[config.mk]
export PLATFORM = sky130hd
export DESIGN_NAME = id_ex_stage
export DESIGN_NICKNAME = d
export VERILOG_FILES = /design/src/rtl/id_ex_stage.sv
export SDC_FILE = /design/constraint.sdc
export NUM_CORES = 1
export LEC_CHECK = 0
export CELL_PAD_IN_SITES_DETAIL_PLACEMENT = 2
export CELL_PAD_IN_SITES_GLOBAL_PLACEMENT = 2
export CORE_ASPECT_RATIO = 1.75
export CORE_MARGIN = 2
export CORE_UTILIZATION = 28
export CTS_BUF_LIST = sky130_fd_sc_hd__clkbuf_4
export DETAILED_ROUTE_END_ITERATION = 8
export PLACE_DENSITY = 0.83
export SLEW_MARGIN = 30
export SYNTH_ARGS = -nofsm -noshare
export SYNTH_HDL_FRONTEND = slang
export SYNTH_SLANG_ARGS = --single-unit
[constraint.sdc]
create_clock -name clk_i -period 4.4 [get_ports clk_i]
set_input_delay 0.66 -clock clk_i [delete_from_list [all_inputs] [get_ports clk_i]]
set_output_delay 0.66 -clock clk_i [all_outputs]
set_load 0.005 [all_outputs]
[src/rtl/id_ex_stage.sv]
// ---------------------------------------------------------------------------
// id_ex_stage
//
// ID/EX pipeline register for the 5-stage RV32 core. It also detects
// load-use hazards. It captures the decoded operands and the control bundle
// from the decode stage and presents them, registered, to EX. When a load in
// EX feeds the instruction in ID, it inserts exactly one bubble and holds
// PC and IF/ID for that cycle. Two saturating counters record the bubbles
// inserted and the flushes applied, for performance debug.
//
// Ports
//   clk_i, rst_i                 clock, asynchronous active-low reset
//   Stall_i                      global memory stall; freezes ID/EX
//   Flush_i                      squash the instruction entering EX
//   RS1addr_i/RS2addr_i/RDaddr_i ID register addresses
//   RS1data_i/RS2data_i/Imm_i    ID operands
//   Funct_i                      {funct7, funct3}
//   ALUOp_i, ALUSrc_i, RegWrite_i, MemtoReg_i, MemRead_i, MemWrite_i
//                                control bundle from the decode control unit
//   NoOp_o                       force a bubble in the control unit
//   PCWrite_o, IFIDWrite_o       upstream write enables
//   EX_*                         registered copies of the ID fields
//   EX_Valid_o                   1 = real instruction in EX, 0 = bubble
//   BubbleCnt_o, FlushCnt_o      saturating performance counters
// ---------------------------------------------------------------------------
module id_ex_stage #(
  parameter int DATA_W = 32,
  parameter int REG_W  = 5,
  parameter int CNT_W  = 16
) (
  input  logic              clk_i,
  input  logic              rst_i,
  input  logic              Stall_i,
  input  logic              Flush_i,
  input  logic [REG_W-1:0]  RS1addr_i,
  input  logic [REG_W-1:0]  RS2addr_i,
  input  logic [REG_W-1:0]  RDaddr_i,
  input  logic [DATA_W-1:0] RS1data_i,
  input  logic [DATA_W-1:0] RS2data_i,
  input  logic [DATA_W-1:0] Imm_i,
  input  logic [9:0]        Funct_i,
  input  logic [1:0]        ALUOp_i,
  input  logic              ALUSrc_i,
  input  logic              RegWrite_i,
  input  logic              MemtoReg_i,
  input  logic              MemRead_i,
  input  logic              MemWrite_i,
  output logic              NoOp_o,
  output logic              PCWrite_o,
  output logic              IFIDWrite_o,
  output logic [1:0]        EX_ALUOp_o,
  output logic              EX_ALUSrc_o,
  output logic              EX_RegWrite_o,
  output logic              EX_MemtoReg_o,
  output logic              EX_MemRead_o,
  output logic              EX_MemWrite_o,
  output logic [DATA_W-1:0] EX_RS1data_o,
  output logic [DATA_W-1:0] EX_RS2data_o,
  output logic [DATA_W-1:0] EX_Imm_o,
  output logic [9:0]        EX_Funct_o,
  output logic [REG_W-1:0]  EX_RS1addr_o,
  output logic [REG_W-1:0]  EX_RS2addr_o,
  output logic [REG_W-1:0]  EX_RDaddr_o,
  output logic              EX_Valid_o,
  output logic [CNT_W-1:0]  BubbleCnt_o,
  output logic [CNT_W-1:0]  FlushCnt_o
);

  logic hazard;
  logic load_bubble;
  logic count_bubble;

  // Load in EX whose destination is read by the instruction in ID. A write
  // to x0 is discarded by the register file, so it can never create a hazard.
  always_comb begin
    hazard = EX_MemRead_o && (EX_RDaddr_o != '0) &&
             ((EX_RDaddr_o == RS1addr_i) || (EX_RDaddr_o == RS2addr_i));
  end

  assign NoOp_o      = hazard;
  assign PCWrite_o   = ~hazard & ~Stall_i;
  assign IFIDWrite_o = ~hazard & ~Stall_i;

  // A flush overrides a stall. A hazard bubble waits for the first edge
  // that is not stalled. NoOp_o stays asserted meanwhile because EX holds.
  assign load_bubble  = Flush_i | (~Stall_i & hazard);
  assign count_bubble = ~Flush_i & ~Stall_i & hazard;

  // NOTE: asynchronous active-low reset clears state at once with no clock.
  // Every sequential block below assigns only with non-blocking (<=)
  // assignments, so all registers update together at the edge.
  always_ff @(posedge clk_i or negedge rst_i) begin
    if (!rst_i) begin
      EX_ALUOp_o    <= '0;
      EX_ALUSrc_o   <= 1'b0;
      EX_RegWrite_o <= 1'b0;
      EX_MemtoReg_o <= 1'b0;
      EX_MemRead_o  <= 1'b0;
      EX_MemWrite_o <= 1'b0;
      EX_RS1data_o  <= '0;
      EX_RS2data_o  <= '0;
      EX_Imm_o      <= '0;
      EX_Funct_o    <= '0;
      EX_RS1addr_o  <= '0;
      EX_RS2addr_o  <= '0;
      EX_RDaddr_o   <= '0;
      EX_Valid_o    <= 1'b0;
    end else if (load_bubble) begin
      EX_ALUOp_o    <= '0;
      EX_ALUSrc_o   <= 1'b0;
      EX_RegWrite_o <= 1'b0;
      EX_MemtoReg_o <= 1'b0;
      EX_MemRead_o  <= 1'b0;
      EX_MemWrite_o <= 1'b0;
      EX_RS1data_o  <= '0;
      EX_RS2data_o  <= '0;
      EX_Imm_o      <= '0;
      EX_Funct_o    <= '0;
      EX_RS1addr_o  <= '0;
      EX_RS2addr_o  <= '0;
      EX_RDaddr_o   <= '0;
      EX_Valid_o    <= 1'b0;
    end else if (!Stall_i) begin
      EX_ALUOp_o    <= ALUOp_i;
      EX_ALUSrc_o   <= ALUSrc_i;
      EX_RegWrite_o <= RegWrite_i;
      EX_MemtoReg_o <= MemtoReg_i;
      EX_MemRead_o  <= MemRead_i;
      EX_MemWrite_o <= MemWrite_i;
      EX_RS1data_o  <= RS1data_i;
      EX_RS2data_o  <= RS2data_i;
      EX_Imm_o      <= Imm_i;
      EX_Funct_o    <= Funct_i;
      EX_RS1addr_o  <= RS1addr_i;
      EX_RS2addr_o  <= RS2addr_i;
      EX_RDaddr_o   <= RDaddr_i;
      EX_Valid_o    <= 1'b1;
    end
  end

  // Both counters saturate at all-ones so long runs never read back as small.
  always_ff @(posedge clk_i or negedge rst_i) begin
    if (!rst_i) begin
      BubbleCnt_o <= '0;
      FlushCnt_o  <= '0;
    end else begin
      if (Flush_i && (FlushCnt_o != '1)) begin
        FlushCnt_o <= FlushCnt_o + CNT_W'(1);
      end
      if (count_bubble && (BubbleCnt_o != '1)) begin
        BubbleCnt_o <= BubbleCnt_o + CNT_W'(1);
      end
    end
  end

endmodule

==> flow_summary.yaml <==
power_and_ir_drop:
  p_clk_frac: 0.268
  switchingPower_mw: 0.8691
  peakVddDrop_mv: 0.2100
  p_int_mw: 2.263
  p_leak_nw: 4.243
  sw_frac_of_total: 0.2775
  power_frac_seq: 0.536
  powerDensity_nw_per_um2: 322.4
  power_frac_comb: 0.195
yosys:
  synth_area_um2: 6221
  yosysWarningCount: 0
  synth_top_area_cell: "dfrtp_1"
  synth.net_count: 589
  async_flop_share: 1.000
  synth_seq_cells: 161
  synth_commonest_cells: "161 x dfrtp_1, 128 x a22o_1, 20 x nand2_1, 20 x xnor2_1"
  synth_flop_cell: "dfrtp_1"
  syn_inst: 455
  synth_cell_types: 36
  yosysMostFrequentCell: "dfrtp_1"
  synth.top_cell.area_share: 0.6476
  synth_edf_count: 0
  syn_area_per_cell_um2: 13.67
  seq_area_frac_synth: 0.6476
  yosys-top-cells-area: "dfrtp_1 65%, a22o_1 18%, xnor2_1 2.8%, xor2_1 2.3%, buf_4 1.7%"
place:
  dpl.hpwl_mm: 18.82
  io_buffer_count: 295
  place.gp.congestion: 0.7678
grt:
  grt_overflow: 0
  gr-usage-all-layers: 0.2204
  grt_max_degree: 92
  grt_busiest_layer: "met2"
  met1_usage: 0.2223
  use_met3: 0.05542
  grt_pass1_vias: 6157
  grt_pass1_wl_mm: 37.94
  met2_usage: 0.3933
  antenna_found_initial: 9
floorplan:
  ios: 296
  dieArea_um2: 23470
  fp.dieH_um: 201.2
  rows: 72
  core-area_um2: 21980
  die_w_um: 116.7
  start_util: 0.2830
timing:
  hold_viol_final: 0
  grt_setup_unrepaired: "no"
  fin_crit_ns: 3.529
  skew_ns: 0.02503
  max_freq_mhz: 283.4
  finalCritPeriodShare: 0.8020
  setup_violations: 0
  worst_pin_slew_ns: 0.8368
  hold_slack_ns: 0.06484
  relSlewSlack: 0.4421
  setup_tns_ns: 0
  slew_violations: 0
setup_path:
  required_ns: 3.74
  cp-end-kind: "primary output"
  critPathArrivalTime_ns: 2.87
  cp-start-kind: "register"
  path_max_fanout: 5
  r2r_cells: 5
  path_class: "register to primary output"
cts:
  postCtsSetupBuffers: 0
  cts_max_level: 4
  cts_hold_buffers: 0
  cts_resized: 0
  cts_buffers: 17
  clock-sinks: 161
  clk_path_buf_depth: 2
  cts_tree: "done"
  clkTransAtPathRegs_ns: 0.12
  clk_latency_ns: 0.62
  root_buffer: "clkbuf_4"
route:
  firstDrtPassIters: 4
  ant_nets: 0
  drt_iter0_drc: 209
  wl_per_cell_um: 23.71
  vias: 5321
  wl_mm: 25.15
  drc: 0
  vias_per_cell: 5.015
min_path:
  worstHoldPathType: "input port to async pin"
finish:
  area_growth_pct: 56.17
  drive_gt1_frac: 0.05291
  nets: 877
status:
  status: "finished, final reports clean"
run:
  cap_violations: 0
==> path summary, 6_finish.rpt <==
check                           slack, ns                      endpoint                       start
worst max-delay path                 0.87                   IFIDWrite_o  EX_RDaddr_o[1]$_DFFE_PN0P_
worst min-delay path                 0.06  EX_RS1data_o[30]$_DFFE_PN0P_                       rst_i
worst max register to register       1.77      EX_Imm_o[18]$_DFFE_PN0P_  EX_RDaddr_o[1]$_DFFE_PN0P_
worst min register to register       0.51    BubbleCnt_o[4]$_DFFE_PN0P_  BubbleCnt_o[4]$_DFFE_PN0P_
max in group asynchronous            3.36      EX_Imm_o[23]$_DFFE_PN0P_                       rst_i
min in group clk_i                   0.51    BubbleCnt_o[4]$_DFFE_PN0P_  BubbleCnt_o[4]$_DFFE_PN0P_
==> per-layer routing <==
layer,part of all wire,up-vias
met5,0,-
met4,0.049,0
met3,0.055,60
met2,0.56,227
met1,0.34,2735
li1,-,2299
==> power by group through the flow <==
stage	registers [mW]	logic, mW	clock network, mW
final	1.68	0.612	0.841
after global routing	1.70	0.659	0.934
after global placement	1.70	0.584	0
after CTS	1.68	0.622	0.881
after floorplan	1.69	0.169	0
after detailed placement	1.71	0.614	0
==> logic make-up (layout without fill, tap and decap cells) <==
| logic type | Yosys count | count (layout) | share of synthesized area |
|---|---|---|---|
| other | 0 | 9 | 0 |
| adder cells (fa/ha/maj) | 2 | 2 | 0.004022 |
| flip-flops | 161 | 161 | 0.6476 |
| AND/OR/NAND/NOR | 78 | 78 | 0.06818 |
| XOR/XNOR | 36 | 36 | 0.05068 |
| multiplexers | 2 | 2 | 0.003620 |
| AO/OA/AOI/OAI | 141 | 141 | 0.1961 |
| buffers and inverters | 35 | 336 | 0.02977 |
==> cell usage in the layout, fill, tap and decap left out, types with 2 or more instances in the layout <==
cell	Yosys	routed
clkdlybuf4s50_1	0	294
dfrtp_1	161	161
a22o_1	128	128
clkbuf_4	0	24
xnor2_1	20	20
nand2_1	20	20
xor2_1	16	16
nand3_1	11	11
diode_2	0	9
nand4_1	9	9
nor2_1	8	8
nor4b_1	6	6
nor4_1	6	6
inv_1	4	4
nor3_1	5	4
and2_1	3	3
a21oi_1	3	3
clkinv_1	0	3
clkinv_2	0	3
buf_4	14	3
o21a_1	2	2
and3_1	2	2
mux2_1	2	2
or3_1	2	2
ha_1	2	2
buf_6	0	2
==> state kept, by name (all words and copies together) (netlist names), 5 cells and up <==
register / count
BubbleCnt_o: 16
EX_Funct_o: 10
EX_Imm_o: 32
EX_RDaddr_o: 5
EX_RS1addr_o: 5
EX_RS1data_o: 32
EX_RS2addr_o: 5
EX_RS2data_o: 32
FlushCnt_o: 16
==> area by class of cell <==
type                    count  area [um^2]
clock inverters             8        63.81
repair buffers            300         3008
fillers                  2298        12270
well taps                 296        370.4
flip-flops and latches    161         4029
multi-input cells         259         2027
diodes                      9        22.52
inverters                   4        15.01
clock buffers              24        180.2
==> worst max-delay path, cell delays in order (launching register included) <==
cell             delay [ns]
dfrtp_1                0.52
or4_1                  0.61
o21a_1                 0.27
and2_1                 0.21
nor2_1                 0.13
clkdlybuf4s50_1        0.53
==> per-stage QoR <==
step,power [mW],cells,util,cell area (um^2),setup WS [ns]
after floorplan,1.861,455,-,6221,2.106
after global placement,2.279,1020,0.4295,9440,1.085
after detailed placement,2.322,1020,0.4295,9440,1.050
after CTS,3.184,1052,0.4406,9684,0.7540
after global routing,3.290,1061,0.4420,9716,0.7093
final,3.132,1061,0.4420,9716,0.8711
(Power assumes the default switching activity.)
